--- src/rtl/clk_period_meter.sv ---
// Measures period and high time of a slow asynchronous clock in iclk cycles,
// tracks frequency lock against an expected half-period and flags loss of toggling.
module clk_period_meter #(
    parameter int unsigned WIDTH       = 32,
    parameter int unsigned SYNC_STAGES = 2,
    parameter int unsigned TOL         = 2,
    parameter int unsigned LOCK_COUNT  = 4,
    parameter int unsigned TIMEOUT     = 1000
) (
    input  logic             iclk,
    input  logic             irst_n,
    input  logic             isig,
    input  logic [WIDTH-1:0] iexp_half,
    output logic [WIDTH-1:0] operiod,
    output logic [WIDTH-1:0] ohigh,
    output logic             ovalid,
    output logic             olock,
    output logic             otimeout
);

    localparam int unsigned     MW    = $clog2(LOCK_COUNT + 1);
    localparam logic [MW-1:0]   LC_W  = MW'(LOCK_COUNT);
    localparam logic [WIDTH:0]  TOL_W = (WIDTH + 1)'(TOL);
    localparam logic [WIDTH-1:0] TO_W = WIDTH'(TIMEOUT);

    typedef enum logic [1:0] {IDLE, ARM, MEAS} state_t;

    state_t                 state;
    logic [SYNC_STAGES-1:0] sync_q;
    logic [SYNC_STAGES-1:0] prime_q;
    logic                   s, s_d, rise, fall, ready;
    logic [WIDTH-1:0]       cnt, hi_cap;
    logic [MW-1:0]          mcnt, mcnt_inc;
    logic [WIDTH:0]         exp2, cnt_w, hi_w, half_w, derr_p, derr_h;
    logic                   match;

    assign s     = sync_q[SYNC_STAGES-1];
    assign rise  = s & ~s_d;
    assign fall  = ~s & s_d;
    // Synchronizer resets to 0, so s is only trusted once it has been refilled
    // from isig; otherwise a high isig at reset release would look like a low.
    assign ready = prime_q[SYNC_STAGES-1];

    always_comb begin
        half_w   = {1'b0, iexp_half};
        exp2     = half_w << 1;
        cnt_w    = {1'b0, cnt};
        hi_w     = {1'b0, hi_cap};
        derr_p   = (cnt_w >= exp2)  ? cnt_w - exp2  : exp2 - cnt_w;
        derr_h   = (hi_w >= half_w) ? hi_w - half_w : half_w - hi_w;
        match    = (derr_p <= TOL_W) && (derr_h <= TOL_W) && (cnt != '1);
        mcnt_inc = (mcnt == LC_W) ? mcnt : mcnt + 1'b1;
    end

    always_ff @(posedge iclk or negedge irst_n) begin
        if (!irst_n) begin
            state    <= IDLE;
            sync_q   <= '0;
            prime_q  <= '0;
            s_d      <= 1'b0;
            cnt      <= '0;
            hi_cap   <= '0;
            mcnt     <= '0;
            operiod  <= '0;
            ohigh    <= '0;
            ovalid   <= 1'b0;
            olock    <= 1'b0;
            otimeout <= 1'b0;
        end else begin
            sync_q  <= {sync_q[SYNC_STAGES-2:0], isig};
            prime_q <= {prime_q[SYNC_STAGES-2:0], 1'b1};
            s_d     <= s;
            ovalid  <= 1'b0;

            if (rise)
                cnt <= WIDTH'(1);
            else if (cnt != '1)
                cnt <= cnt + 1'b1;

            if (fall)
                hi_cap <= cnt;

            case (state)
                IDLE: begin
                    if (ready && !s)
                        state <= ARM;
                end
                ARM: begin
                    if (rise) begin
                        state    <= MEAS;
                        otimeout <= 1'b0;
                    end
                end
                MEAS: begin
                    if (rise) begin
                        operiod <= cnt;
                        ohigh   <= hi_cap;
                        ovalid  <= 1'b1;
                        if (match) begin
                            mcnt  <= mcnt_inc;
                            olock <= (mcnt_inc == LC_W);
                        end else begin
                            mcnt  <= '0;
                            olock <= 1'b0;
                        end
                    end else if (cnt == TO_W) begin
                        otimeout <= 1'b1;
                        olock    <= 1'b0;
                        mcnt     <= '0;
                        state    <= IDLE;
                    end
                end
                default: state <= IDLE;
            endcase
        end
    end

endmodule

--- config.mk ---
export PLATFORM = sky130hd
export DESIGN_NAME = clk_period_meter
export DESIGN_NICKNAME = d
export VERILOG_FILES = /design/src/rtl/clk_period_meter.sv
export SDC_FILE = /design/constraint.sdc
export NUM_CORES = 1
export LEC_CHECK = 0
export BUFFER_PORTS_ARGS = -buffer_cell sky130_fd_sc_hd__buf_4
export CAP_MARGIN = 20
export CELL_PAD_IN_SITES_DETAIL_PLACEMENT = 1
export CELL_PAD_IN_SITES_GLOBAL_PLACEMENT = 2
export CORE_ASPECT_RATIO = 0.9
export CORE_MARGIN = 2
export CORE_UTILIZATION = 30
export CTS_BUF_LIST = sky130_fd_sc_hd__clkbuf_2
export DETAILED_ROUTE_END_ITERATION = 6
export GPL_TIMING_DRIVEN = 0
export PLACE_DENSITY_LB_ADDON = 0.2
export SLEW_MARGIN = 15
export SYNTH_ARGS = -nofsm -noshare
export SYNTH_HDL_FRONTEND = slang
export SYNTH_SLANG_ARGS = --single-unit
--- constraint.sdc ---
create_clock -name iclk -period 4.3 [get_ports iclk]
set_input_delay 0.215 -clock iclk [delete_from_list [all_inputs] [get_ports iclk]]
set_output_delay 0.215 -clock iclk [all_outputs]
set_load 0.01 [all_outputs]
## Word-level counts from Yosys, hierarchy flattened

Cells that the tools add are included.

| cells by class | value |
|---|---|
| $add $sub $neg | 6 |
| reduce and logical (&&, ||, !) cells | 12 |
| eq/ne operators | 10 |
| bitwise logic cells | 4 |
| $lt $le $gt $ge | 4 |
| multiplexer cells | 22 |

Operator list:

| cell | count |
|---|---|
| <= comparator 33 x 2 -> 1 bit, second input constant | 2 |
| 2-to-1 mux 33 bit | 2 |
| subtractor 32 x 32 -> 33 bit | 2 |
| 2-to-1 mux 32 bit | 2 |
| >= comparator 32 x 33 -> 1 bit | 1 |
| subtractor 32 x 33 -> 33 bit | 1 |
| subtractor 33 x 32 -> 33 bit | 1 |
| adder 32 x 1 -> 32 bit, second input constant | 1 |
| equality test 32 x 10 -> 1 bit, second input constant | 1 |
| >= comparator 32 bit | 1 |
| != test 32 bit, second input constant | 1 |
| 2-to-1 mux 3 bit | 4 |
| 2-to-1 mux 1 bit | 8 |
| 2-to-1 mux 2 bit | 4 |
| != test 2 bit, second input constant | 4 |
| AND reduction 4 bit | 2 |
| equality test 3 bit, second input constant | 2 |
| one-hot mux 2 bit (3 select lines) | 1 |
| nonzero test 2 bit | 3 |
| AND reduction 2 bit | 2 |
| adder 3 x 1 -> 3 bit, second input constant | 1 |
| logical AND 1 bit | 3 |
| bitwise AND 1 bit | 2 |
| equality test 2 x 1 -> 1 bit, second input constant | 1 |
| 5 further kinds | 6 |

| word-level totals | value |
|---|---|
| output and inout bits | 67 |
| input bits | 35 |
| logic and storage cells | 70 |
| bits in registers | 141 |

## Longest topological paths before layout

Gate-level depths: netlist of the first run.

| depth | value |
|---|---|
| depth after elaboration | 7 |
| depth in mapped cells | 18 |
| gate-level depth less buffers | 16 |

## Worst setup path before layout of the first run

Ideal clock, no wire load.

| timing | value |
|---|---|
| kind | reg-to-reg |
| from | reg cnt[28] |
| to | reg mcnt[1] |
| data arrival time | 3.982 ns |
| buffers on the path | 2 |
| cell stages (with the launch flop) | 16 |
| period minus slack after synthesis | 4.048 ns |
| required time | 4.235 ns |
| library setup time | 0.065 ns |
| slack | 0.252 ns |
| path through | dfrtp_1 -> ha_1 -> buf_2 -> and4_1 -> or4b_4 -> o32a_1 -> o211ai_2 -> nor2_2 -> buf_6 -> a2111oi_4 -> o32ai_1 -> xor2_1 -> or4_4 -> nor4_4 -> and2_1 -> a22o_1 |

| between the ends | value |
|---|---|
| longest elaborated chain between the ends | 7 |
| elaborated cells between the ends (all ways) | 13 |
| those cells by class | add/sub: 2; order compare: 2; eq/ne: 2; mux: 3; reduce/logical: 4 |

Ends and longest elaborated chain:

| what | RTL line | source |
|---|---|---|
| from (decl) | 32 | `logic [WIDTH-1:0] cnt, hi_cap;` |
| from (signal assigned) | 78 | `cnt <= cnt + 1'b1;` |
| subtractor 33 x 32 -> 33 bit (tied with other cells) | 49 | `derr_p = (cnt_w >= exp2) ? cnt_w - exp2 : exp2 - cnt_w;` |
| 2-to-1 mux 33 bit | 49 |  |
| <= comparator 33 x 2 -> 1 bit | 51 | `match = (derr_p <= TOL_W) && (derr_h <= TOL_W) && (cnt != '1);` |
| logical AND 1 bit (2 in a row) | 51 |  |
| 2-to-1 mux 3 bit | 99 | `if (match) begin` |
| 2-to-1 mux 3 bit | 95 | `if (rise) begin` |
| to (signal assigned) | 100 | `mcnt <= mcnt_inc;` |
| to (decl) | 33 | `logic [MW-1:0] mcnt, mcnt_inc;` |

Parallel ways exist; a longest one is shown, timed or not.
A chain may end at the register's enable or synchronous reset.

## Worst setup path after layout of the first run

| timing | value |
|---|---|
| from | reg hi_cap[22] |
| to | reg olock |

| between the ends | value |
|---|---|
| longest elaborated chain between the ends | 7 |
| elaborated cells between the ends (all ways) | 9 |
| those cells by class | add/sub: 2; order compare: 2; mux: 3; reduce/logical: 2 |

Ends and longest elaborated chain:

| what | RTL line | source |
|---|---|---|
| from (decl) | 32 |  |
| from (signal assigned) | 81 | `hi_cap <= cnt;` |
| subtractor 32 x 32 -> 33 bit / >= comparator 32 bit (equally long branches) | 50 | `derr_h = (hi_w >= half_w) ? hi_w - half_w : half_w - hi_w;` |
| 2-to-1 mux 33 bit (*) | 50 |  |
| <= comparator 33 x 2 -> 1 bit (*) | 51 |  |
| logical AND 1 bit (*) (2 in a row) | 51 |  |
| 2-to-1 mux 1 bit (*) | 99 |  |
| 2-to-1 mux 1 bit (*) | 95 |  |
| to (signal assigned) | 101 | `olock <= (mcnt_inc == LC_W);` |
| to (decl) | 17 | `output logic olock,` |

Mark *: on every way between the ends. The rest lies on a longest branch, timed or not.

==> results of run 1 <==
## flip-flops by register name, indices dropped and copies added, names as in the netlist
signal and count:
otimeout 1, sync_q 2, state 2, operiod 32, ovalid 1, mcnt 3
s_d 1, cnt 32, ohigh 32, prime_q 2, hi_cap 32, olock 1
## area by class of cell
| class | count | area share (%) |
|---|---|---|
| well taps | 555 | 4.19 |
| diodes | 2 | 0.0302 |
| plain buffers | 66 | 2.83 |
| clock buffers | 18 | 0.543 |
| inverters | 124 | 2.81 |
| clock inverters | 12 | 0.747 |
| repair buffers | 201 | 9.65 |
| multi-input cells | 1259 | 57.7 |
| flip-flops and latches | 141 | 21.5 |
## cells by family after synthesis
group,Yosys count,share of synthesized area [%]
AOI/OAI and AO/OA,491,23.0
xor gates and xnor gates,78,5.17
adders and majority gates,136,13.1
buffers and inverters,206,6.37
DFF,141,26.7
muxes,99,8.16
other,1,0.0284
and+or+nand+nor,454,17.5
## power by group
part,leakage (nW),internal (mW),total (mW),switching [mW]
combinational,5.22,0.603,1.56,0.961
sequential,1.88,1.41,1.51,0.0955
clock,0.131,0.259,0.791,0.531
total,7.24,2.28,3.86,1.59
## metal layers
metal	GRT usage, %	vias to the layer above	part of all wire, %
met4	4.59	0	1.2
met1	38.9	6788	50
li1	-	6179	-
met5	0	-	0
met2	40.2	281	44
met3	3.77	33	4.1
## placed cells by master, fill, tap and decap left out, types with 52 or more instances in the layout
cell type / instances
sky130_fd_sc_hd__nor2_1: 93
sky130_fd_sc_hd__inv_1: 123
sky130_fd_sc_hd__mux2_2: 71
sky130_fd_sc_hd__nand2_1: 130
sky130_fd_sc_hd__buf_4: 201
sky130_fd_sc_hd__a21oi_1: 153
sky130_fd_sc_hd__ha_1: 106
sky130_fd_sc_hd__dfrtp_1: 108
sky130_fd_sc_hd__o21ai_0: 129
sky130_fd_sc_hd__xnor2_1: 52
## repair_timing
item	4_1_cts	5_1_grt
resized for setup	177	65
hold endpoints to repair	142	0
pin swaps	33	28
cloned	1	1
setup endpoints to repair	11	5
hold buffers	5	0
buffers inserted	65	27
## through the flow
step	power (mW)	area, um2	TNS [ns]	hold WS, ns	utilization [%]
3_5_place_dp	2.92	14700	-9.91	0.153	34.0
5_1_grt	4.10	16600	-0.556	0.121	38.3
6_report	3.86	16600	-0.106	0.192	38.3
2_1_floorplan	2.35	13200	0	-0.0806	-
3_3_place_gp	2.90	14700	-9.90	0.326	33.9
4_1_cts	3.86	16100	-0.0207	0.0667	37.3
## how the worst min path moves through the flow
stage          slack (ns)  cells after the start          to
2_1_floorplan       -0.08                      0      cnt[0]
3_3_place_gp         0.33                      1   sync_q[0]
3_5_place_dp         0.15                      1  operiod[7]
4_1_cts              0.07                      8     mcnt[0]
5_1_grt              0.12                      8     mcnt[0]
6_report             0.19                      8     mcnt[0]
## tightest hold or removal path, cell delays in order
cell	delay (ns)
sky130_fd_sc_hd__buf_4	0.16
sky130_fd_sc_hd__o31ai_1	0.09
sky130_fd_sc_hd__nand4b_1	0.09
sky130_fd_sc_hd__nand4b_1	0.17
sky130_fd_sc_hd__nor4_4	0.06
sky130_fd_sc_hd__buf_6	0.13
sky130_fd_sc_hd__o211ai_1	0.08
sky130_fd_sc_hd__nand2_1	0.06
==> results.rst, run 1 <==
.. list-table::
   :header-rows: 1

   * - Metric
     - Value
   * - Crit path largest cell delay
     - 0.52 ns
   * - Number of antenna violations at the first check in global routing
     - 3
   * - Area leader, netlist
     - sky130_fd_sc_hd__dfrtp_1
   * - Final-layout fill cell count
     - 5175
   * - Status
     - finished with violations
   * - CP Data Arrival Time
     - 5.12 ns
   * - Register area
     - 3570 um2
   * - Total Die Area
     - 45800 um2
   * - Top-count cell post-synth
     - sky130_fd_sc_hd__a21oi_1
   * - Port buffer count
     - 101
   * - Vias post-DR
     - 13.3k
   * - Vias in the first global route
     - 13.6k
   * - Clock sink count
     - 141
   * - Iter 0 DRT Violations
     - 815
   * - Post-synthesis cell count
     - 1606
   * - Launching element of the worst setup path
     - hi_cap[22]
   * - Relative slew slack
     - 25.2%
   * - Type of the setup path with the least slack
     - register to register
   * - Final Net Count
     - 1981
   * - CTS clk-pin slew, worst paths
     - 0.22 ns
   * - Worst VDD drop
     - 0.000141 V
   * - Worst-skew pair later-pin latency
     - 0.88 ns
   * - Max Transition Viols Final
     - 0
   * - Tmin final
     - 4.35 ns
   * - Core area
     - 43200 um2
   * - H-tree depth reported by CTS
     - 4
   * - Data required time at the worst endpoint
     - 5.07 ns
   * - Delay-heaviest family, CP
     - compound AO/OA/AOI/OAI gates
   * - Average instance area after synthesis
     - 8.23 um2
   * - Number of routed nets with antenna violations
     - 0
   * - Total length of routed wires
     - 59.4 mm
   * - Length in cells of the worst reg-to-reg path
     - 16
   * - Chip Width
     - 225 um
   * - Crit-path max FO
     - 10
   * - Unique cell type count in the Yosys netlist
     - 80
   * - Post-synthesis instance area
     - 13200 um2
   * - Total power per unit cell area
     - 233 nW/um2
   * - Share of the cycle needed by the critical path after routing
     - 101%
   * - Growth of design area from synthesis to finish
     - 25.4%
   * - Leak Pwr
     - 7.24 nW
   * - Final Non-Filler Cells
     - 2378
   * - Clock tree buffer depth
     - 2
   * - Ordered cell list for the critical path
     - ha_1, buf_4, and4_2, nand3_2, or4_4, o211ai_1, or3_1, buf_8, mux2i_1, a211o_1, a221o_1, o2111ai_1, nor4_4, buf_6, and2_4, a22o_1
   * - Number of detailed-route iterations in the first pass
     - 5
   * - Detailed-route wire length per cell
     - 25.0 um
   * - Weighted congestion at the end of routability-driven global placement
     - 0.933
   * - CP Capture Point
     - olock
   * - Top-level I/O count
     - 102
   * - Largest net degree at the start of global routing
     - 94
   * - Reg2Reg Setup Slack
     - -0.05 ns
   * - Rows
     - 72
   * - Max Clock Skew
     - 0.0431 ns
   * - Kind of launch point of the worst setup path
     - register
   * - Portion of synthesized cell area occupied by the leading cell type
     - 26.7%
   * - RSZ-0062 raised after global routing
     - true
   * - Synth area leaders
     - sky130_fd_sc_hd__dfrtp_1 27%, sky130_fd_sc_hd__ha_1 12%, sky130_fd_sc_hd__a21oi_1 6.1%, sky130_fd_sc_hd__mux2_2 6.0%, sky130_fd_sc_hd__o21ai_0 5.3%
   * - Effective utilization at floorplan
     - 30.6%
   * - Yosys warning count
     - 0
   * - Top_reg_cell synth
     - sky130_fd_sc_hd__dfrtp_1
   * - HPWL reported at the end of detailed placement
     - 47.8 mm
   * - Cts bufs inserted
     - 17
   * - Final setup violation count
     - 3
   * - Most used standard cells in the synthesized netlist
     - 162 x sky130_fd_sc_hd__a21oi_1, 141 x sky130_fd_sc_hd__dfrtp_1, 141 x sky130_fd_sc_hd__o21ai_0
   * - Multi-input logic area
     - 9560 um2
   * - Final Hold Viols
     - 0
   * - Worst R2R End
     - olock
   * - Number of enable-type register cells in the synthesized netlist
     - 0
   * - Sequential cell area fraction in the yosys report
     - 26.7%
   * - Cell with the biggest individual delay on the critical path
     - sky130_fd_sc_hd__or4_4
   * - Violated checks
     - negative setup slack
   * - Residual overflow from global routing
     - 0
   * - Synthesis-stage register bit count
     - 141
   * - DRC errors left
     - 0
   * - Worst reg2reg path startpoint
     - hi_cap[22]
   * - Number of buffer and inverter instances along the worst setup path
     - 3
   * - Cells after DPL
     - 2263
   * - Final setup margin
     - -0.0509 ns
   * - Via density per instance
     - 5.58
   * - Critical Path End Type
     - register
   * - Hold path startpoint
     - iexp_half[31]
   * - Die Height
     - 203 um
   * - Max-cap violations
     - 0
   * - Worst path depth
     - 16
   * - Worst-case setup slack after placement
     - -2.28 ns
   * - Number of nets in the synthesized netlist
     - 1777
   * - Path class of the lowest-slack min-delay path
     - primary input to register
   * - Fraction of layout cells with a size suffix above 1
     - 26.2%
   * - Root cell of the clock tree
     - sky130_fd_sc_hd__clkbuf_2
   * - Tightest Pin Transition
     - 1.12 ns
   * - GR Util All Layers
     - 26.1%
   * - Clock tree from TritonCTS
     - done
   * - Wire length of the first global-routing pass
     - 88.7 mm
   * - Maximum clock frequency
     - 230 MHz
   * - Share of async-settable or async-resettable flops after synthesis
     - 100%
No activity file was read; power rests on OpenSTA's default activity.
==> run 2: changes to the inputs <==
Settings changed: CORE_ASPECT_RATIO 0.9 to default.
==> run 2 against run 1 <==
Effect of this change:
- the flow still finishes with violations (negative setup slack)
- hold slack better by 0.043 ns
- combinational power hardly changed
- cell count is 1.4% higher
- clock power is 20% higher
- routed wire length hardly changed
- first-iteration DRC count is 3.9% lower
- critical path type unchanged
==> results.rst, run 2 (synthesized netlist as in run 1, its figures left out) <==
.. list-table::
   :header-rows: 1

   * - Metric
     - Value
   * - Largest net degree at the start of global routing
     - 96 (was 94)
   * - Clock tree buffer depth
     - 2 (unchanged)
   * - Chip Width
     - 214 um (was 225 um)
   * - Critical Path End Type
     - register (unchanged)
   * - CP Data Arrival Time
     - 5.25 ns (was 5.12 ns)
   * - Final setup violation count
     - 4 (was 3)
   * - Ordered cell list for the critical path
     - ha_1, nand4_1, or4b_4, o32a_1, o211ai_4, or2_1, buf_6, buf_8, buf_6, buf_12, buf_4, mux2i_4, mux2i_4, a31oi_4, nand4_1, nor4_4, buf_6, and2_4, a22o_1 (was ha_1, buf_4, and4_2, nand3_2, or4_4, o211ai_1, or3_1, buf_8, mux2i_1, a211o_1, a221o_1, o2111ai_1, nor4_4, buf_6, and2_4, a22o_1)
   * - Violated checks
     - negative setup slack (unchanged)
   * - Number of antenna violations at the first check in global routing
     - 2 (was 3)
   * - Effective utilization at floorplan
     - 30.6% (about the same)
   * - Final Net Count
     - 1981 (unchanged)
   * - Number of buffer and inverter instances along the worst setup path
     - 6 (was 3)
   * - DRC errors left
     - 0 (unchanged)
   * - Crit-path max FO
     - 7 (was 10)
   * - Wire length of the first global-routing pass
     - 88.7 mm (about the same)
   * - HPWL reported at the end of detailed placement
     - 47.2 mm (was 47.8 mm)
   * - Total power per unit cell area
     - 240 nW/um2 (was 233 nW/um2)
   * - Share of the cycle needed by the critical path after routing
     - 104% (was 101%)
   * - Crit path largest cell delay
     - 0.59 ns (was 0.52 ns)
   * - Cell with the biggest individual delay on the critical path
     - sky130_fd_sc_hd__or4b_4 (was sky130_fd_sc_hd__or4_4)
   * - Final setup margin
     - -0.176 ns (was -0.0509 ns)
   * - Final Hold Viols
     - 0 (unchanged)
   * - Cell area after placement
     - 14800 um2 (was 14700 um2)
   * - Cell seen most often among critical-path stages
     - sky130_fd_sc_hd__buf_6
   * - Vias post-DR
     - 13.3k (about the same)
   * - Length in cells of the worst reg-to-reg path
     - 19 (was 16)
   * - Clock sink count
     - 141 (unchanged)
   * - Total length of routed wires
     - 59.4 mm (about the same)
   * - CP Capture Point
     - olock (unchanged)
   * - Vias in the first global route
     - 13.8k (was 13.6k)
   * - Root cell of the clock tree
     - sky130_fd_sc_hd__clkbuf_2 (unchanged)
   * - Status
     - finished with violations (unchanged)
   * - Worst-case setup slack after placement
     - -2.24 ns (was -2.28 ns)
   * - Detailed-route wire length per cell
     - 24.6 um (was 25.0 um)
   * - Weighted congestion at the end of routability-driven global placement
     - 0.919 (was 0.933)
   * - Relative slew slack
     - 31.9% (was 25.2%)
   * - Path class of the lowest-slack min-delay path
     - primary input to register (unchanged)
   * - Port buffer count
     - 101 (unchanged)
   * - Most common cell after layout, fill and taps aside
     - sky130_fd_sc_hd__buf_4 (unchanged)
   * - Fraction of layout cells with a size suffix above 1
     - 26.1% (was 26.2%)
   * - Worst-skew pair later-pin latency
     - 0.87 ns (was 0.88 ns)
   * - Type of the setup path with the least slack
     - register to register (unchanged)
   * - Core area
     - 43300 um2 (was 43200 um2)
   * - Die Height
     - 214 um (was 203 um)
   * - Kind of launch point of the worst setup path
     - register (unchanged)
   * - Tightest Pin Transition
     - 1.02 ns (was 1.12 ns)
   * - Tmin final
     - 4.48 ns (was 4.35 ns)
   * - GR Util All Layers
     - 25.7% (was 26.1%)
   * - Growth of design area from synthesis to finish
     - 26.6% (was 25.4%)
   * - Launching element of the worst setup path
     - cnt[18] (was hi_cap[22])
   * - Rows
     - 76 (was 72)
   * - Total Die Area
     - 45800 um2 (about the same)
   * - Worst path depth
     - 19 (was 16)
   * - Clock tree from TritonCTS
     - done (unchanged)
   * - Max Clock Skew
     - 0.0637 ns (was 0.0431 ns)
   * - Reg2Reg Setup Slack
     - -0.18 ns (was -0.05 ns)
   * - Fin Setup TNS
     - -0.487 ns (was -0.106 ns)
   * - Data required time at the worst endpoint
     - 5.07 ns (about the same)
   * - H-tree depth reported by CTS
     - 4 (unchanged)
   * - Worst VDD drop
     - 0.000151 V (was 0.000141 V)
   * - Commonest cells after routing, fill and taps aside
     - 192 x sky130_fd_sc_hd__buf_4, 152 x sky130_fd_sc_hd__a21oi_1, 136 x sky130_fd_sc_hd__o21ai_0 (was 201 x sky130_fd_sc_hd__buf_4, 153 x sky130_fd_sc_hd__a21oi_1, 130 x sky130_fd_sc_hd__nand2_1)
   * - Number of routed nets with antenna violations
     - 0 (unchanged)
   * - Number of detailed-route iterations in the first pass
     - 5 (unchanged)
   * - Leak Pwr
     - 7.26 nW (was 7.24 nW)
   * - Top-level I/O count
     - 102 (unchanged)
   * - Cts bufs inserted
     - 17 (unchanged)
   * - Via density per instance
     - 5.51 (was 5.58)
   * - Max Transition Viols Final
     - 0 (unchanged)
   * - Residual overflow from global routing
     - 0 (unchanged)
   * - Post-route cell area
     - 16700 um2 (was 16600 um2)
   * - Iter 0 DRT Violations
     - 783 (was 815)
   * - Maximum clock frequency
     - 223 MHz (was 230 MHz)
   * - Worst Hold Slack
     - 0.235 ns (was 0.192 ns)
   * - Delay-heaviest family, CP
     - simple AND/OR/NAND/NOR gates (was compound AO/OA/AOI/OAI gates)
   * - RSZ-0062 raised after global routing
     - true (unchanged)
   * - Worst R2R End
     - olock (unchanged)
   * - Max-cap violations
     - 0 (unchanged)
   * - Worst reg2reg path startpoint
     - cnt[18] (was hi_cap[22])
   * - Final-layout fill cell count
     - 5124 (was 5175)
   * - CTS clk-pin slew, worst paths
     - 0.25 ns (was 0.22 ns)
-- run 2: worst register-to-register path: stages, from the launching register on --
cell and delay, ns:
sky130_fd_sc_hd__dfrtp_2 0.50, sky130_fd_sc_hd__ha_1 0.34, sky130_fd_sc_hd__nand4_1 0.24, sky130_fd_sc_hd__or4b_4 0.59, sky130_fd_sc_hd__o32a_1 0.42, sky130_fd_sc_hd__o211ai_4 0.14
sky130_fd_sc_hd__or2_1 0.17, sky130_fd_sc_hd__buf_6 0.12, sky130_fd_sc_hd__buf_8 0.12, sky130_fd_sc_hd__buf_6 0.11, sky130_fd_sc_hd__buf_12 0.10, sky130_fd_sc_hd__buf_4 0.16
sky130_fd_sc_hd__mux2i_4 0.29, sky130_fd_sc_hd__mux2i_4 0.36, sky130_fd_sc_hd__a31oi_4 0.08, sky130_fd_sc_hd__nand4_1 0.17, sky130_fd_sc_hd__nor4_4 0.05, sky130_fd_sc_hd__buf_6 0.15
sky130_fd_sc_hd__and2_4 0.14, sky130_fd_sc_hd__a22o_1 0.19
-- run 2: worst min path at each step --
stage	start	to	cells past startpoint
after detailed placement	irst_n	operiod[9]	1
after floorplan	irst_n	cnt[0]	0
after global placement	isig	sync_q[0]	1
final	iexp_half[31]	mcnt[0]	8
after global routing	iexp_half[31]	mcnt[0]	8
after CTS	iexp_half[31]	mcnt[0]	8
-- run 2: what timing repair did --
action	4_1_cts	5_1_grt
resized for setup	172	75
endpoints found under the hold margin	142	0
setup endpoints to repair	11	5
buffers inserted	59	32
gates cloned	1	0
pin swaps	34	27
hold buffers	5	0
-- run 2: final cells by class --
cell class	instances	area [um2]	area share (%)
clock buffer	18	90.1	0.538
inverter	124	465	2.78
antenna	3	7.51	0.0448
multi-input combinational	1259	9580	57.2
timing repair buffer	200	1600	9.58
clock inverter	14	181	1.08
sequential	141	3570	21.3
tap	585	732	4.37
buffer	67	512	3.06
-- run 2: report_power, final --
part / switching, mW / internal [mW]
logic: 0.959 / 0.600
clock network: 0.608 / 0.342
registers: 0.0929 / 1.41
-- run 2: per-layer routing --
metal  track usage, %  wire [um]  vias up  share of wire (%)
met5                0          0        -                  0
met4             7.93       1510        0                2.5
met3             4.22       2670       71                4.5
met2             40.9      27000      304                 46
met1             35.6      28200     6763                 47
li1                 -          -     6158                  -
-- run 2: through the flow --
step,power [mW],std cells,util (%)
after floorplan,2.35,1606,-
after global placement,2.89,2292,34.0
after detailed placement,2.92,2293,34.1
after CTS,4.01,2377,37.4
after global routing,4.24,2411,38.7
final,4.02,2411,38.7
